==> src/rtl/counter_updown_param.sv <==
// Parameterised up/down counter with an inclusive runtime bound, wrap or saturate
// behaviour at the bound, a registered terminal-count pulse and a sticky bound flag.
module counter_updown_param #(
    parameter int WIDTH     = 8,
    parameter int RESET_VAL = 0
) (
    input  logic             clk,
    input  logic             rst,
    input  logic             en,
    input  logic             up_dn,
    input  logic             load,
    input  logic [WIDTH-1:0] load_val,
    input  logic [WIDTH-1:0] max_val,
    input  logic             sat_mode,
    input  logic             clr_flags,
    output logic [WIDTH-1:0] count,
    output logic             tc,
    output logic             bnd_sticky
);

    localparam logic [WIDTH-1:0] RESET_COUNT = WIDTH'(RESET_VAL);
    localparam logic [WIDTH-1:0] ONE         = WIDTH'(1);
    localparam logic [WIDTH-1:0] ZERO        = WIDTH'(0);

    logic [WIDTH-1:0] count_r;
    logic             tc_r;
    logic             bnd_sticky_r;

    logic [WIDTH-1:0] load_clamped_s;
    logic [WIDTH-1:0] up_next_s;
    logic [WIDTH-1:0] dn_next_s;
    logic             up_bound_s;
    logic             dn_bound_s;
    logic [WIDTH-1:0] next_count_s;
    logic             boundary_s;
    logic             next_sticky_s;

    // Load value clamped to the current bound.
    always_comb begin
        load_clamped_s = load_val;
        if (load_val > max_val) begin
            load_clamped_s = max_val;
        end else begin
            load_clamped_s = load_val;
        end
    end

    // Up-step candidate: a count at or above the bound (including one left above a
    // freshly lowered bound) is a boundary event rather than a plain increment.
    always_comb begin
        up_bound_s = 1'b0;
        up_next_s  = count_r;
        if (count_r < max_val) begin
            up_bound_s = 1'b0;
            up_next_s  = count_r + ONE;
        end else begin
            up_bound_s = 1'b1;
            if (sat_mode) begin
                up_next_s = max_val;
            end else begin
                up_next_s = ZERO;
            end
        end
    end

    // Down-step candidate: only zero is the boundary, even when above max_val.
    always_comb begin
        dn_bound_s = 1'b0;
        dn_next_s  = count_r;
        if (count_r != ZERO) begin
            dn_bound_s = 1'b0;
            dn_next_s  = count_r - ONE;
        end else begin
            dn_bound_s = 1'b1;
            if (sat_mode) begin
                dn_next_s = ZERO;
            end else begin
                dn_next_s = max_val;
            end
        end
    end

    // Select the next count by priority load > enable > hold.
    always_comb begin
        next_count_s = count_r;
        boundary_s   = 1'b0;
        case ({load, en})
            2'b10, 2'b11: begin
                next_count_s = load_clamped_s;
                boundary_s   = 1'b0;
            end
            2'b01: begin
                if (up_dn) begin
                    next_count_s = up_next_s;
                    boundary_s   = up_bound_s;
                end else begin
                    next_count_s = dn_next_s;
                    boundary_s   = dn_bound_s;
                end
            end
            default: begin
                next_count_s = count_r;
                boundary_s   = 1'b0;
            end
        endcase
    end

    // Sticky flag: a new boundary event wins over a simultaneous clear.
    always_comb begin
        next_sticky_s = bnd_sticky_r;
        if (boundary_s) begin
            next_sticky_s = 1'b1;
        end else if (clr_flags) begin
            next_sticky_s = 1'b0;
        end else begin
            next_sticky_s = bnd_sticky_r;
        end
    end

    // State registers with synchronous reset.
    always_ff @(posedge clk) begin
        if (rst) begin
            count_r      <= RESET_COUNT;
            tc_r         <= 1'b0;
            bnd_sticky_r <= 1'b0;
        end else begin
            count_r      <= next_count_s;
            tc_r         <= boundary_s;
            bnd_sticky_r <= next_sticky_s;
        end
    end

    assign count      = count_r;
    assign tc         = tc_r;
    assign bnd_sticky = bnd_sticky_r;

endmodule

==> config.mk <==
export PLATFORM = sky130hd
export DESIGN_NAME = counter_updown_param
export DESIGN_NICKNAME = d
export VERILOG_FILES = /design/src/rtl/counter_updown_param.sv
export SDC_FILE = /design/constraint.sdc
export NUM_CORES = 1
export LEC_CHECK = 0
export ABC_CLOCK_PERIOD_IN_PS = 1900
export BUFFER_PORTS_ARGS = -buffer_cell sky130_fd_sc_hd__buf_4
export CORE_MARGIN = 2
export CORE_UTILIZATION = 30
export CTS_CLUSTER_DIAMETER = 150
export DETAILED_ROUTE_END_ITERATION = 16
export GPL_ROUTABILITY_DRIVEN = 0
export SLEW_MARGIN = 30
export SYNTH_ARGS = -nofsm -noshare
export SYNTH_HDL_FRONTEND = slang
export SYNTH_SLANG_ARGS = --single-unit
==> constraint.sdc <==
create_clock -name clk -period 1.9 [get_ports clk]
set_input_delay 0.38 -clock clk [delete_from_list [all_inputs] [get_ports clk]]
set_output_delay 0.38 -clock clk [all_outputs]
set_load 0.03 [all_outputs]
# Word-level counts from Yosys, hierarchy flattened
# Cells that the tools add are included.
# Widths: inputs -> output; s select.
totals:
  register_bits: 10
  inputBits: 23
  output_inout_bits: 10
classes:
  addsub: 2
  magnitude_cmp: 2
  n_eq_ne: 3
  n_mux: 13
  reduce_logical: 4
ops:
  columns: ["operator", "count"]
  rows:
  - ["$mux 8", 6]
  - ["$pmux 8 s2", 1]
  - ["$add 8x1->8 const B", 1]
  - ["$gt 8x8->1", 1]
  - ["$lt 8x8->1", 1]
  - ["$reduce_bool 8->1", 1]
  - ["$sub 8x1->8 const B", 1]
  - ["$mux 1", 6]
  - ["$eq 2x2->1 const B", 2]
  - ["$reduce_bool 2->1", 2]
  - ["$eq 2x1->1 const B", 1]
  - ["$reduce_or 2->1", 1]

# Logic depth before layout (Yosys ltp)
# Gate-level depths: netlist of the first run.
logic_depth:
  depth_word: 5
  depth_mapped: 9
  mapped_depth_nobuf: 8

# Worst setup path before layout of the first run
# No wires, ideal clock.
synth_path:
  kind: "register to register"
  from: "reg count_r[5] (netlist: count[5])"
  to: "reg count_r[0] (netlist: count[0])"
  arrival_time_ps: 2071
  required_time_ps: 1780
  path_slack_ps: -290
  path_stages_with_launch: 9
  n_path_buf: 1
  path_cell_list: "dfxtp_1 ha_1 a21oi_1 o21ai_0 a41oi_2 buf_4 o21bai_1 o2bb2ai_1 a211o_1"
synth_via:
  elab_chain_len: 4
  word_cells_on_any_way: 6
  cone_classes: "order compare: 1; mux: 4; reduce/logical: 1"
synth_rtl:
  columns: ["item", "line_no", "source"]
  rows:
  - ["start, declared", "25", "logic [WIDTH-1:0] count_r;"]
  - ["start signal, assigned", "127", "count_r <= next_count_s;"]
  - ["$lt 8x8->1 or $reduce_bool 8->1 (tied branches)", "53, 70", null]
  - ["$mux 8 (on tied branches)", "53, 70", null]
  - ["$mux 8 *", "93", "if (up_dn) begin"]
  - ["$pmux 8 s2 *", "87", "case ({load, en})"]
# Mark *: on every way between the ends. The rest lies on a longest branch, timed or not.
# A chain may end at the register's enable or synchronous reset.

# Worst setup path in the final report of the first run
layout_path:
  from: "in max_val[1]"
  to: "reg count_r[3] (netlist: count[3])"
layout_via:
  elab_chain_len: 4
  word_cells_on_any_way: 6
  cone_classes: "order compare: 2; mux: 4"
layout_rtl:
  columns: ["item", "line_no", "source"]
  rows:
  - ["start, declared", "13", "input logic [WIDTH-1:0] max_val,"]
  - ["$lt 8x8->1", "53", "if (count_r < max_val) begin"]
  - ["$mux 8", "53", null]
  - ["$mux 8", "93", null]
  - ["$pmux 8 s2 *", "87", null]
# Marks and branches as above.

==> results of run 1 <==
state kept, by name (all words and copies together) (netlist names):
signal and cells:
bnd_sticky 1, count 8, tc 1
metal layers:
| metal | up-vias | wire (um) | GRT usage |
|---|---|---|---|
| li1 | 898 | - | - |
| met1 | 813 | 2270 | 0.253 |
| met2 | 52 | 2440 | 0.318 |
| met3 | 4 | 292 | 0.0317 |
| met4 | 0 | 44 | 0.0390 |
| met5 | - | 0 | 0 |
power groups by stage:
stage	Sequential, uW	Clock [uW]	Combinational (uW)
after floorplan	306	0	397
after global placement	254	0	726
after detailed placement	253	0	729
after CTS	251	250	767
after global routing	255	262	896
final	253	241	820
worst paths after layout:
check | end | slack (ps)
worst max-delay path | count[3] | -20
worst min-delay path | count[1] | 360
worst max register to register | count[3] | 0
worst min register to register | bnd_sticky | 450
stage by stage:
stage | utilization | worst slack [ps] | power [uW] | setup TNS, ps
after floorplan | - | -30.0 | 702 | -89.1
after global placement | 0.429 | -287 | 981 | -1870
after detailed placement | 0.429 | -303 | 982 | -1920
after CTS | 0.454 | -9.17 | 1270 | -12.8
after global routing | 0.475 | -75.8 | 1410 | -297
final | 0.475 | -18.8 | 1310 | -24.9
repair_timing:
| item | 4_1_cts | 5_1_grt |
|---|---|---|
| resized for setup | 12 | 23 |
| setup buffers | 2 | 0 |
| pin swaps | 1 | 17 |
| setup endpoints to repair | 4 | 9 |
worst register-to-register path, cell delays in order (launching register included):
cell and delay [ps]:
dfxtp_2 350, ha_4 210, a211oi_2 240, o21ai_2 90, a41oi_2 220, mux2_2 390, a211oi_2 230, a221o_1 140
cells by family (layout without fill, tap and decap cells):
| group | count (synthesis) | after routing | synth area share |
|---|---|---|---|
| flip-flops | 10 | 10 | 0.131 |
| multiplexers | 6 | 6 | 0.0408 |
| AO/OA/AOI/OAI | 57 | 57 | 0.268 |
| AND/OR/NAND/NOR | 84 | 84 | 0.290 |
| XOR/XNOR | 8 | 8 | 0.0457 |
| buffers and inverters | 23 | 93 | 0.0783 |
| adder cells (fa/ha/maj) | 18 | 18 | 0.147 |
layout by cell type, fill, tap and decap left out, types with 5 or more instances in the layout:
| cell | instances |
|---|---|
| o21ai_0 | 8 |
| buf_4 | 75 |
| inv_1 | 9 |
| a31oi_1 | 5 |
| nand2_1 | 24 |
| dfxtp_2 | 5 |
| nor2_1 | 21 |
| ha_1 | 14 |
| nand3_1 | 6 |
| nor3_1 | 5 |
| xnor2_1 | 6 |
cell type report:
type / count / area, um^2 / area share
Multi-Input combinational cell: 173 / 1400 / 0.590
Timing Repair Buffer: 77 / 586 / 0.246
Sequential cell: 10 / 210 / 0.0884
Tap cell: 70 / 87.6 / 0.0368
Inverter: 12 / 47.5 / 0.0200
Clock buffer: 4 / 45.0 / 0.0189
==> results.md, run 1 <==
* Run status: complete, but fails checks
* Failing checks: negative setup slack
* DR pass1 iterations at 4
* Post-Synthesis Cells at 206
* Cell Int Power at 767 uW
* Critical path endpoint category: flop
* Net Switching at 546 uW
* Antenna Cells at 0
* Num CTS Buffers at 3
* Post-Syn Area per Cell at 7.45 um^2
* Clk buf depth at 2
* CP delay by family, top: compound AO/OA/AOI/OAI gates
* Drt via density at 5.11
* Antenna violations before repair at 0
* Synth warnings at 0
* CP startpoint: max_val[1]
* Distinct cells, synth at 54
* CTS Hold Buffers Added at 0
* Total GRT Usage at 0.188
* Switching portion of total power at 0.416
* Syn Std Cell Area at 1530 um^2
* CTS tree: done
* Worst-path cell chain: buf_6 -> inv_4 -> ha_4 -> nor2b_4 -> o211ai_1 -> a21oi_2 -> or2_4 -> o221a_4 -> a221o_1
* Slowest CP cell: a221o_1
* VDD IR max at 274 uV
* Top post-synthesis cells by area: ha_1, dfxtp_1, nand2_1
* Initial Util at 0.306
* CORE AREA at 5010 um^2
* Setup violators final at 2
* DR iter-0 viols at 129
* Post-synth ARST share at 0
* MaxCap Viol Count at 0
* Global-route wire length before repair at 8180 um
* Total routed wirelength at 5050 um
* I/O Buffers at 32
* FMAX at 0.521 GHz
* Yosys reg bits at 10
* Vias in the first global route at 1757
* Cell with the most instances after synthesis: nand2_1
* Logic pwr share at 0.624
* Chip width at 75.5 um
* Clock Tree Root: clkbuf_8
* Share of cells above drive strength 1 at 0.471
* Clock power frac at 0.183
* Max Clock Skew at 10.1 ps
* Design area at 2380 um^2
* Setup ws final at -18.8 ps
* Die height at 75.5 um
* Pin count of the biggest net entering global routing at 20
* Slew headroom at 0.572
* Most used DFF post-synth: dfxtp_1
* CP startpoint kind: input port
* WP buf/inv at 2
* Cells on Worst Hold Path at 2
* I/O Pins at 33
* Syn nets at 247
* Post-synth EDFFs at 0
* Seq pwr share at 0.192
* Synth cell count leaders: nand2_1, nor2_1, ha_1
* Placed cells at 341
* Worst-margin pin slew at 641 ps
* RSZ-0062 raised after global routing: true
* Clock Sinks at 10
* Die ar. at 5700 um^2
* Post-layout minimum cycle time at 1920 ps
* Pleak at 0.00106 uW
* Via count at 1767
* CP arrival at 2050 ps
* Final cell count without fillers at 346
* Stages on worst setup path at 9
* Avg WL per Cell at 14.6 um
* Clock Latency Late Sink at 240 ps
* Period Utilization, post-route at 1.01
* Peak fanout along the critical path at 3
* Clk slew on worst S/H paths at 60 ps
* DP Area at 2150 um^2
* Max Slew Vio Count at 0
* Synth area leader: ha_1
* Post-synthesis sequential area ratio at 0.131
* HP Start: max_val[1]
* GR Overflow Total at 0
* Drt drc at 0
* Routed Antenna Nets at 0
* Final hold violations at 0
* Hold WC Path Type: in2reg
* Largest stage delay, worst path at 290 ps
* Reg-to-reg critical path startpoint: count[2]
* P per Cell Area at 552 nW/um^2
* FILL cells at 522
* Min Hold Slack at 359 ps
* Syn-to-layout area delta at 55.1%
* WS Path Type: in2reg
* Yosys top cell area share at 0.147
* Max H-tree Level at 1
* Reg2Reg Depth at 7
* Worst endpoint required time at 2030 ps
* Nets at 318
* Row count at 26
* Placed wire-length estimate at 3820 um
Power figures use the tool's default switching activity.
==> inputs of run 2 (changes only) <==
--- a/config.mk
+++ b/config.mk
@@ -12,6 +12,8 @@
 export CTS_CLUSTER_DIAMETER = 150
 export DETAILED_ROUTE_END_ITERATION = 16
 export GPL_ROUTABILITY_DRIVEN = 0
+export GPL_TIMING_DRIVEN = 1
+export PLACE_DENSITY_LB_ADDON = 0.05
 export SLEW_MARGIN = 30
 export SYNTH_ARGS = -nofsm -noshare
 export SYNTH_HDL_FRONTEND = slang
==> results.md, run 2 (synthesized netlist as in run 1, its figures left out) <==
* Run status: complete, but fails checks
* Failing checks: negative setup slack
* Vias in the first global route at 1719
* Placement Setup Slack at -387 ps
* Antenna violations before repair at 0
* Clock power frac at 0.197
* DR iter-0 viols at 44
* Pleak at 0.00111 uW
* Clock Sinks at 10
* Worst-path cell chain: buf_8 -> inv_6 -> ha_4 -> nor2b_4 -> o211ai_1 -> a21oi_2 -> or2_4 -> o221a_2 -> a221o_1
* P per Cell Area at 571 nW/um^2
* Reg2reg end: count[3]
* Post-route core utilization at 0.498
* GR Overflow Total at 0
* Seq pwr share at 0.177
* WP buf/inv at 2
* RSZ-0062 raised after global routing: true
* Row count at 26
* Commonest non-fill, non-tap cell in the layout: buf_4
* Routed Antenna Nets at 0
* Antenna Cells at 0
* VDD IR max at 333 uV
* Total routed wirelength at 5330 um
* Drt via density at 5.06
* Peak fanout along the critical path at 3
* Avg WL per Cell at 15.0 um
* Total GRT Usage at 0.196
* I/O Pins at 33
* Share of cells above drive strength 1 at 0.511
* Cells on Worst Hold Path at 4
* Net Switching at 571 uW
* Slowest CP cell: o221a_2
* Logic pwr share at 0.626
* Max FFs per register at 8
* CORE AREA at 5010 um^2
* Max Clock Skew at 8.59 ps
* Initial Util at 0.306
* Clock Tree Root: clkbuf_8
* Global-route wire length before repair at 8590 um
* Worst endpoint required time at 2030 ps
* Setup ws final at -17.8 ps
* Reg-to-reg critical path startpoint: count[2]
* CP startpoint kind: input port
* Num CTS Buffers at 3
* Clk slew on worst S/H paths at 60 ps
* Final hold violations at 0
* FMAX at 0.521 GHz
* Largest stage delay, worst path at 280 ps
* Die height at 75.5 um
* CP delay by family, top: compound AO/OA/AOI/OAI gates
* Pin count of the biggest net entering global routing at 20
* Max Slew Vio Count at 0
* Cell Int Power at 853 uW
* Total power draw at 1420 uW
* Die ar. at 5700 um^2
* CTS tree: done
* Register-to-register setup slack at 10 ps
* Most frequent cells in the layout: buf_4, nand2_1, nor2_1, ha_1, o21ai_0
* Clk buf depth at 2
* Clock Latency Late Sink at 240 ps
* Chip width at 75.5 um
* Max H-tree Level at 1
* CP arrival at 2040 ps
* Setup violators final at 1
* Reg2Reg Depth at 7
* I/O Buffers at 32
* Worst Hold End: bnd_sticky
* Worst-margin pin slew at 517 ps
* Placed wire-length estimate at 4220 um
* Critical path endpoint category: flop
* MaxCap Viol Count at 0
* Nets at 326
* WS Path Type: in2reg
* DR pass1 iterations at 4
* Via count at 1791
* Switching portion of total power at 0.401
* Drt drc at 0
* Period Utilization, post-route at 1.01
* Syn-to-layout area delta at 62.5%
* Hold WC Path Type: in2reg
* Post-layout minimum cycle time at 1920 ps
* HP Start: clr_flags
* Slew headroom at 0.655
* CTS Hold Buffers Added at 0
## run 2: repair_timing
item	in CTS	in global routing
setup buffers	1	6
endpoints found under the setup margin	6	8
pin swaps	3	13
resized for setup	6	44
## run 2: stage by stage
step / hold WS [ps] / instance area (um^2) / TNS [ps] / instances
floorplan: 498 / 1570 / -89.1 / 206
global placement: 448 / 2170 / -2300 / 344
detailed placement: 458 / 2170 / -2630 / 344
CTS: 402 / 2270 / -131 / 349
global route: 432 / 2490 / -337 / 354
finish: 405 / 2490 / -17.8 / 354
## run 2: how the worst max path moves through the flow
stage | startpoint | end | slack [ps] | depth (start not counted)
after floorplan | max_val[2] | count[3] | -30 | 8
after global placement | max_val[2] | count[0] | -320 | 10
after detailed placement | max_val[2] | count[3] | -390 | 9
after CTS | count[2] | count[3] | -40 | 7
after global routing | max_val[1] | count[4] | -80 | 9
final | max_val[1] | count[4] | -20 | 9
## run 2: layout make-up
| cell class | instances | area, um^2 |
|---|---|---|
| Clock buffer | 4 | 55.1 |
| Fill cell | 535 | 2520 |
| Inverter | 12 | 50.0 |
| Multi-Input combinational cell | 173 | 1430 |
| Sequential cell | 10 | 210 |
| Tap cell | 70 | 87.6 |
| Timing Repair Buffer | 85 | 661 |
## run 2: power groups by stage
stage	clock network (uW)	registers, uW	logic [uW]
final	281	252	892
after global routing	297	255	982
after CTS	286	252	768
after detailed placement	0	255	746
after global placement	0	255	753
after floorplan	0	306	397
## run 2: per-layer routing
| metal | track usage | wire [um] | up-vias |
|---|---|---|---|
| li1 | - | - | 912 |
| met3 | 0.0238 | 227 | 7 |
| met4 | 0.0643 | 80 | 0 |
| met5 | 0 | 0 | - |
| met2 | 0.302 | 2440 | 39 |
| met1 | 0.282 | 2580 | 833 |
## run 2: worst register-to-register path, stage by stage, from the launching register on
cell	delay [ps]
dfxtp_2	340
ha_4	250
a211oi_4	200
o21ai_2	110
a41oi_4	240
mux2_4	340
a211oi_2	220
a221o_1	130
